==> config.mk <==
export PLATFORM = sky130hd
export DESIGN_NAME = i2c_poll_sched
export DESIGN_NICKNAME = d
export VERILOG_FILES = /design/src/rtl/i2c_poll_sched_pkg.sv /design/src/rtl/i2c_poll_sched_tick_timeout.sv /design/src/rtl/i2c_poll_sched.sv
export SDC_FILE = /design/constraint.sdc
export NUM_CORES = 1
export LEC_CHECK = 0
export CAP_MARGIN = 10
export CORE_MARGIN = 2
export CORE_UTILIZATION = 53
export DETAILED_ROUTE_END_ITERATION = 7
export PLACE_DENSITY = 0.89
export SYNTH_ARGS = -nofsm -noshare
export SYNTH_HDL_FRONTEND = slang
export SYNTH_SLANG_ARGS = --single-unit
==> constraint.sdc <==
create_clock -name clk -period 5 [get_ports clk]
set_clock_uncertainty 0.2 [all_clocks]
set_input_delay 1 -clock clk [delete_from_list [all_inputs] [get_ports clk]]
set_output_delay 1 -clock clk [all_outputs]
set_load 0.02 [all_outputs]
==> src/rtl/i2c_poll_sched_pkg.sv <==
// i2c_poll_pkg: shared state encoding and error codes for the I2C poll scheduler
package i2c_poll_pkg;
  typedef enum logic [2:0] {IDLE, ISSUE, WAIT, DONE, ERR} poll_state_t;
  localparam logic [1:0] ERR_NONE    = 2'b00;
  localparam logic [1:0] ERR_NACK    = 2'b01;
  localparam logic [1:0] ERR_TIMEOUT = 2'b10;
endpackage

==> src/rtl/i2c_poll_sched_tick_timeout.sv <==
// tick_timeout: counts enabled tick pulses and flags the tick that reaches LIMIT
module tick_timeout #(
  parameter int LIMIT = 10
) (
  input  logic clk,
  input  logic rst_n,
  input  logic clr_i,
  input  logic en_i,
  input  logic tick_i,
  output logic expired_o
);
  localparam int W = $clog2(LIMIT + 1);
  localparam logic [W-1:0] LAST = W'(LIMIT - 1);
  localparam logic [W-1:0] TOP  = W'(LIMIT);
  logic [W-1:0] cnt_q;
  // saturates at LIMIT so a stuck enable can never wrap back to a live count
  always_ff @(posedge clk or negedge rst_n)
    if (!rst_n) cnt_q <= '0;
    else if (clr_i) cnt_q <= '0;
    else if (en_i && tick_i && cnt_q != TOP) cnt_q <= cnt_q + W'(1);
  assign expired_o = en_i && tick_i && cnt_q == LAST;
endmodule

==> src/rtl/i2c_poll_sched.sv <==
// i2c_poll_sched: on each poll tick reads NUM_REGS bytes over I2C and publishes them atomically
module i2c_poll_sched
  import i2c_poll_pkg::*;
#(
  parameter logic [6:0] DEV_ADDR   = 7'h68,
  parameter logic [7:0] BASE_REG   = 8'h00,
  parameter int         NUM_REGS   = 3,
  parameter int         TIMEOUT_MS = 10
) (
  input  logic                  clk,
  input  logic                  rst_n,
  input  logic                  tick_poll,
  input  logic                  tick_ms,
  output logic                  cmd_valid,
  input  logic                  cmd_ready,
  output logic [6:0]            cmd_dev_addr,
  output logic [7:0]            cmd_reg_addr,
  input  logic                  rsp_valid,
  input  logic [7:0]            rsp_data,
  input  logic                  rsp_err,
  output logic [8*NUM_REGS-1:0] sample,
  output logic                  data_valid,
  output logic                  err_pulse,
  output logic [1:0]            err_code,
  output logic                  busy,
  output logic [7:0]            overrun_cnt
);
  localparam int IW = $clog2(NUM_REGS + 1);
  localparam logic [IW-1:0] LAST = IW'(NUM_REGS - 1);
  poll_state_t state_q, state_d;
  logic [IW-1:0] idx_q, idx_d;
  logic [NUM_REGS-1:0][7:0] shadow_q, shadow_d;
  logic [8*NUM_REGS-1:0] sample_q;
  logic [6:0] dev_q;
  logic [7:0] reg_q, ovr_q;
  logic [1:0] ec_q;
  logic dv_q, ep_q, to_fire;
  tick_timeout #(.LIMIT(TIMEOUT_MS)) u_timeout (
    .clk,
    .rst_n,
    .clr_i    (state_q == ISSUE && cmd_ready),
    .en_i     (state_q == WAIT),
    .tick_i   (tick_ms),
    .expired_o(to_fire)
  );
  always_comb begin
    state_d  = state_q;
    idx_d    = idx_q;
    shadow_d = shadow_q;
    case (state_q)
      IDLE:  if (tick_poll) begin
        state_d = ISSUE;
        idx_d   = '0;
      end
      ISSUE: if (cmd_ready) state_d = WAIT;
      WAIT:  if (rsp_valid && rsp_err) state_d = ERR;
      else if (rsp_valid) begin
        for (int i = 0; i < NUM_REGS; i++)
          if (idx_q == IW'(i)) shadow_d[i] = rsp_data;
        state_d = idx_q == LAST ? DONE : ISSUE;
        idx_d   = idx_q == LAST ? idx_q : idx_q + IW'(1);
      end else if (to_fire) state_d = ERR;
      default: state_d = IDLE;
    endcase
  end
  always_ff @(posedge clk or negedge rst_n)
    if (!rst_n) begin
      state_q  <= IDLE;
      idx_q    <= '0;
      shadow_q <= '0;
      sample_q <= '0;
      dev_q    <= '0;
      reg_q    <= '0;
      ovr_q    <= '0;
      ec_q     <= ERR_NONE;
      dv_q     <= 1'b0;
      ep_q     <= 1'b0;
    end else begin
      state_q  <= state_d;
      idx_q    <= idx_d;
      shadow_q <= shadow_d;
      dv_q     <= state_d == DONE;
      ep_q     <= state_d == ERR;
      if (state_d == DONE) begin
        sample_q <= shadow_d;
        ec_q     <= ERR_NONE;
      end
      // ERR is only reachable from WAIT, where a strobe means NACK and its absence means timeout
      if (state_d == ERR) ec_q <= rsp_valid ? ERR_NACK : ERR_TIMEOUT;
      if (state_d == ISSUE) begin
        dev_q <= DEV_ADDR;
        reg_q <= BASE_REG + 8'(idx_d);
      end
      if (tick_poll && state_q != IDLE && ovr_q != 8'hFF) ovr_q <= ovr_q + 8'd1;
    end
  assign cmd_valid    = state_q == ISSUE;
  assign busy         = state_q != IDLE;
  assign cmd_dev_addr = dev_q;
  assign cmd_reg_addr = reg_q;
  assign sample       = sample_q;
  assign data_valid   = dv_q;
  assign err_pulse    = ep_q;
  assign err_code     = ec_q;
  assign overrun_cnt  = ovr_q;
endmodule

* Word-level counts from Yosys, hierarchy flattened
Index checks and enable logic that the tools add are counted.
Storage, ports and cells: bits in registers 72, bits of input ports 15
Operators by class: reduce and logical (&&, ||, !) cells 12, equality and inequality tests 10, add/subtract/negate cells 3, multiplexer cells 23
Operators by type and width (number):
- $mux W24 | 3
- $mux W8 | 3
- $mux W2 | 8
- $mux W3 | 5
- $pmux W3 S3 | 1
- $add A8 B1 Y8 const B | 1
- $mux W4 | 2
- $ne A8 B8 Y1 const B | 1
- $logic_and A1 B1 Y1 | 7
- $eq A3 B1 Y1 const B | 2
- $eq A3 B2 Y1 const B | 2
- $add A4 B1 Y4 const B | 1
- $eq A4 B4 Y1 const B | 1
- $ne A4 B4 Y1 const B | 1
- $pmux W2 S2 | 1
- $reduce_bool A2 Y1 | 2
- $eq A3 B3 Y1 const B | 1
- $logic_not A3 Y1 | 1
- $reduce_bool A3 Y1 | 1
- $add A2 B1 Y2 const B | 1
- $eq A2 B1 Y1 const B | 1
- $eq A2 B2 Y1 const B | 1
- $logic_not A2 Y1 | 1

* Logic depth before layout (Yosys ltp)
depth after elaboration 10, gate-level depth with buffers 7, gate-level depth less buffers 6

* Cells and area by module
A second synthesis with hierarchy kept.
Unflattened totals: cell total of the unflattened synthesis 227, area, all modules 2845.2 um^2
Modules (own cells, without submodules):
- i2c_poll_sched | cells an instance 199, seq. area each 1501.4 um^2, times used 1, area an instance 2587.5 um^2
- tick_timeout | cells an instance 28, seq. area each 100.1 um^2, times used 1, area an instance 257.7 um^2

* Least setup slack after synthesis
OpenSTA, ideal clock, no wires.
kind input port to flip-flop, from in rsp_err, to reg reg_q[0], in the netlist cmd_reg_addr[0], path buffers 0, stages 4, setup time 0.125 ns, required time 4.675 ns, arrival time 2.102 ns, setup slack 2.574 ns, cell sequence nor4b_4 -> nand2_1 -> a221oi_2 -> mux2_2
Between the ends: word-level cells in the longest chain between the ends 4
RTL lines:
- start, declared | RTL line i2c_poll_sched.sv:20 | input logic rsp_err,
- $logic_and A1 B1 Y1 * | RTL line i2c_poll_sched.sv:56 | WAIT: if (rsp_valid && rsp_err) state_d = ERR;
- $mux W3 | RTL line i2c_poll_sched.sv:56
- $pmux W3 S3 | RTL line i2c_poll_sched.sv:50 | case (state_q)
- $eq A3 B1 Y1 | RTL line i2c_poll_sched.sv:90 | if (state_d == ISSUE) begin
- end signal, assigned | RTL line i2c_poll_sched.sv:92 | reg_q <= BASE_REG + 8'(idx_d);
- end, declared | RTL line i2c_poll_sched.sv:35 | logic [7:0] reg_q, ovr_q;
Mark *: on every way between the ends. The rest lies on a longest branch, timed or not. A chain may end at the register's enable or synchronous reset.

* Final worst setup path
from reg state_q[2], to out busy
Between the ends: word-level cells in the longest chain between the ends 1
RTL lines:
- start, declared | RTL line i2c_poll_sched.sv:30 | poll_state_t state_q, state_d;
- start signal, assigned | RTL line i2c_poll_sched.sv:79 | state_q <= state_d;
- $reduce_bool A3 Y1 | RTL line i2c_poll_sched.sv:97 | assign busy = state_q != IDLE;
- end, declared | RTL line i2c_poll_sched.sv:25 | output logic busy,
Every way passes these cells.

==> flow_summary_export.csv <==
group,metric,value,unit
outcome,outcome,"finished clean",
finish,layout_common_cells,"64 x dfrtp_1, 56 x clkdlybuf4s50_1, 32 x nand2_1",
critical_path,endpoint,"busy",
detailed_routing,drtIter0Drc,115,
critical_path,path_max_fanout,8,
finish,fin_nets,310,
synthesis,synth_edf_count,0,
worst_hold_path,whs_path_depth,2,
clock_network,cts_tree,"built",
timing,slew_headroom,0.483,
grt,met1_usage,0.247,
critical_path,r2r-start,"state_q[1]",
clock_network,ctsResizeCount,0,
timing,hold_viol,0,
pwr,power.share.switching,0.325,
clock_network,postCtsHoldBufs,0,
timing,finalSetupViolCount,0,
critical_path,required,3.80,ns
critical_path,cp-start-kind,"register",
pwr,leakage,0.00170,uW
detailed_routing,first_pass_iters,4,
synthesis,ys_ff_latch,64,
grt,grt_pass1_wl,8740,um
critical_path,rr_worst_depth,4,
detailed_routing,drtAntennaViolNets,0,
run,cap_viol_max_count,0,
detailed_routing,drc,0,
floorplan,die_area,0.00596,sq mm
timing,rsz0062_at_grt,"no",
synthesis,synthArstFlopShare,1.00,
grt,grt_antenna_before_repair,0,
clock_network,insertion_delay,0.34,ns
finish,final_common_cell,"dfrtp_1",
clock_network,clk_path_buf_depth,2,
pwr,total_power,1640,uW
pwr,seqPwrFrac,0.452,
synthesis,syn_inst,226,
grt,busiest_layer,"met2",
grt,grt_max_degree,65,
pwr,p_comb_frac,0.315,
synthesis,yosysWarnings,0,
critical_path,crit_path_max_incr_delay,0.56,ns
synthesis,synth.distinct_cells,38,
clock_network,clockRootBuffer,"clkbuf_8",
synthesis,synth-main-ff-cell,"dfrtp_1",
grt,grt_pass1_vias,1877,
finish,drive_above_1_share,0.213,
floorplan,chipWidth,77.2,um
clock_network,htreeDepth,3,
grt,grt.met3_usage,0.0659,
grt,gr-usage-met2,0.294,
timing,setup_tns,0,ns
finish,n_antenna_cell,0,
placed_design,port-buffer-count,57,
critical_path,r2r_slack,2.50,ns
critical_path,crit_slowest_cell,"clkdlybuf4s50_1",
floorplan,core,0.00514,sq mm
placed_design,gp_congestion,0.774,
critical_path,crit_type,"reg -> out",
detailed_routing,vias,1819,
critical_path,arrival,1.94,ns
clock_network,post-cts-setup-buffers,0,
timing,worst_pin_slew,0.776,ns
pwr,vdd_drop_max,0.255,mV
synthesis,ys_seq_area_frac,0.564,
critical_path,crit_chain,"or3_2, clkdlybuf4s50_1",
floorplan,rows,26,
critical_path,timing.rr.end,"sample[14]",
timing,fin_crit,3.14,ns
pwr,power_switching,533,uW
floorplan,start_util,0.553,
timing,fin_crit_sh,0.628,
floorplan,io_pins,68,
placed_design,dpl.hpwl,3620,um
synthesis,postSynthAreaPerCell,12.6,sq um
synthesis,syn_area,0.00284,sq mm
clock_network,numCtsBuffers,9,
floorplan,die_h,77.2,um
pwr,p_per_area,458,mW/mm^2
timing,fmax,0.318,GHz
detailed_routing,routed_wl,5270,um
worst_hold_path,hp-class,"reg -> reg",
timing,slew_viol_final,0,
detailed_routing,wl_per_cell,14.6,um
grt,grt_util_all_layers,0.192,
detailed_routing,viasPerCell,5.04,
critical_path,end_kind,"output pin",
finish,area_growth,25.9,%
pwr,p_int,1110,uW
grt,grt-ovfl-total,0,
critical_path,critPathLaunch,"state_q[2]",
clock_network,clock-sinks,64,
clock_network,clk_pin_slew,0.06,ns
pwr,p_clk_frac,0.233,
metal layers:
layer	part of all wire	vias up
li1	-	868
met1	0.45	886
met2	0.47	57
met3	0.067	8
met4	0.015	0
met5	0	-
per-stage QoR:
stage	area (sq um)	cells	hold slack [ns]	util	setup slack [ns]
global placement	3410	346	0.257	0.664	1.73
detailed placement	3410	346	0.267	0.664	1.67
CTS	3580	361	0.282	0.696	1.83
finish	3580	361	0.278	0.696	1.86
floorplan	2880	235	0.267	-	2.57
global route	3580	361	0.305	0.696	1.80
registers in the layout (all words and copies together) (netlist names):
name / count
sample: 24
shadow_q: 16
overrun_cnt: 8
u_timeout.cnt_q: 4
state_q: 3
cmd_reg_addr: 2
err_code: 2
idx_q: 2
cmd_dev_addr: 1
data_valid: 1
err_pulse: 1
power by group through the flow:
| stage | sequential [uW] | clock (uW) | combinational [uW] |
|---|---|---|---|
| after floorplan | 777 | 0 | 294 |
| after global placement | 742 | 0 | 500 |
| after detailed placement | 750 | 0 | 519 |
| after CTS | 741 | 396 | 522 |
| after global routing | 757 | 417 | 565 |
| final | 741 | 382 | 516 |
layout make-up:
class | instances | area, sq um
well taps | 70 | 87.6
fillers | 397 | 1560
repair buffers | 58 | 573
multi-input cells | 146 | 1120
clock buffers | 15 | 166
inverters | 8 | 30.0
flip-flops and latches | 64 | 1600
kinds of logic (layout without fill, tap and decap cells):
family / Yosys count / count (layout) / synth area share
simple gates: 68 / 68 / 0.127
fa+ha+maj: 8 / 8 / 0.0352
xor+xnor: 10 / 10 / 0.0308
buf+inv: 25 / 81 / 0.0546
mux: 36 / 36 / 0.148
flops: 64 / 64 / 0.564
compound gates: 14 / 14 / 0.0396
other cells: 1 / 10 / 0.00132
synthesized netlist by cell type, types with 2 or more instances:
cell type / instances / share of area
xor2_1: 8 / 0.025
mux2_2: 31 / 0.12
buf_4: 14 / 0.037
nand2_1: 32 / 0.042
nand4_1: 3 / 0.0066
nand3_1: 5 / 0.0088
and2_1: 2 / 0.0044
inv_1: 7 / 0.0092
nand3_2: 3 / 0.011
o311a_2: 2 / 0.0079
o21ai_0: 5 / 0.0088
ha_1: 8 / 0.035
nor2_1: 9 / 0.012
xnor2_1: 2 / 0.0062
a22oi_1: 2 / 0.0053
dfrtp_1: 64 / 0.56
or2_2: 3 / 0.0066
nor3_1: 3 / 0.0053
mux2_4: 4 / 0.021
worst max-delay path, delay by kind of cell (launching register included):
kind | cells | cell delay (ns)
buffers and inverters | 1 | 0.56
flip-flops | 1 | 0.50
AND/OR/NAND/NOR | 1 | 0.55
worst min-delay path by stage:
stage	startpoint	end	slack (ns)
4_1_cts	sample[22]	sample[22]	0.28
2_1_floorplan	shadow_q[0]	shadow_q[0]	0.27
3_5_place_dp	sample[22]	sample[22]	0.27
5_1_grt	sample[22]	sample[22]	0.31
3_3_place_gp	sample[16]	sample[16]	0.26
6_report	sample[22]	sample[22]	0.28
Note: power is estimated with default switching activity, not from simulation.
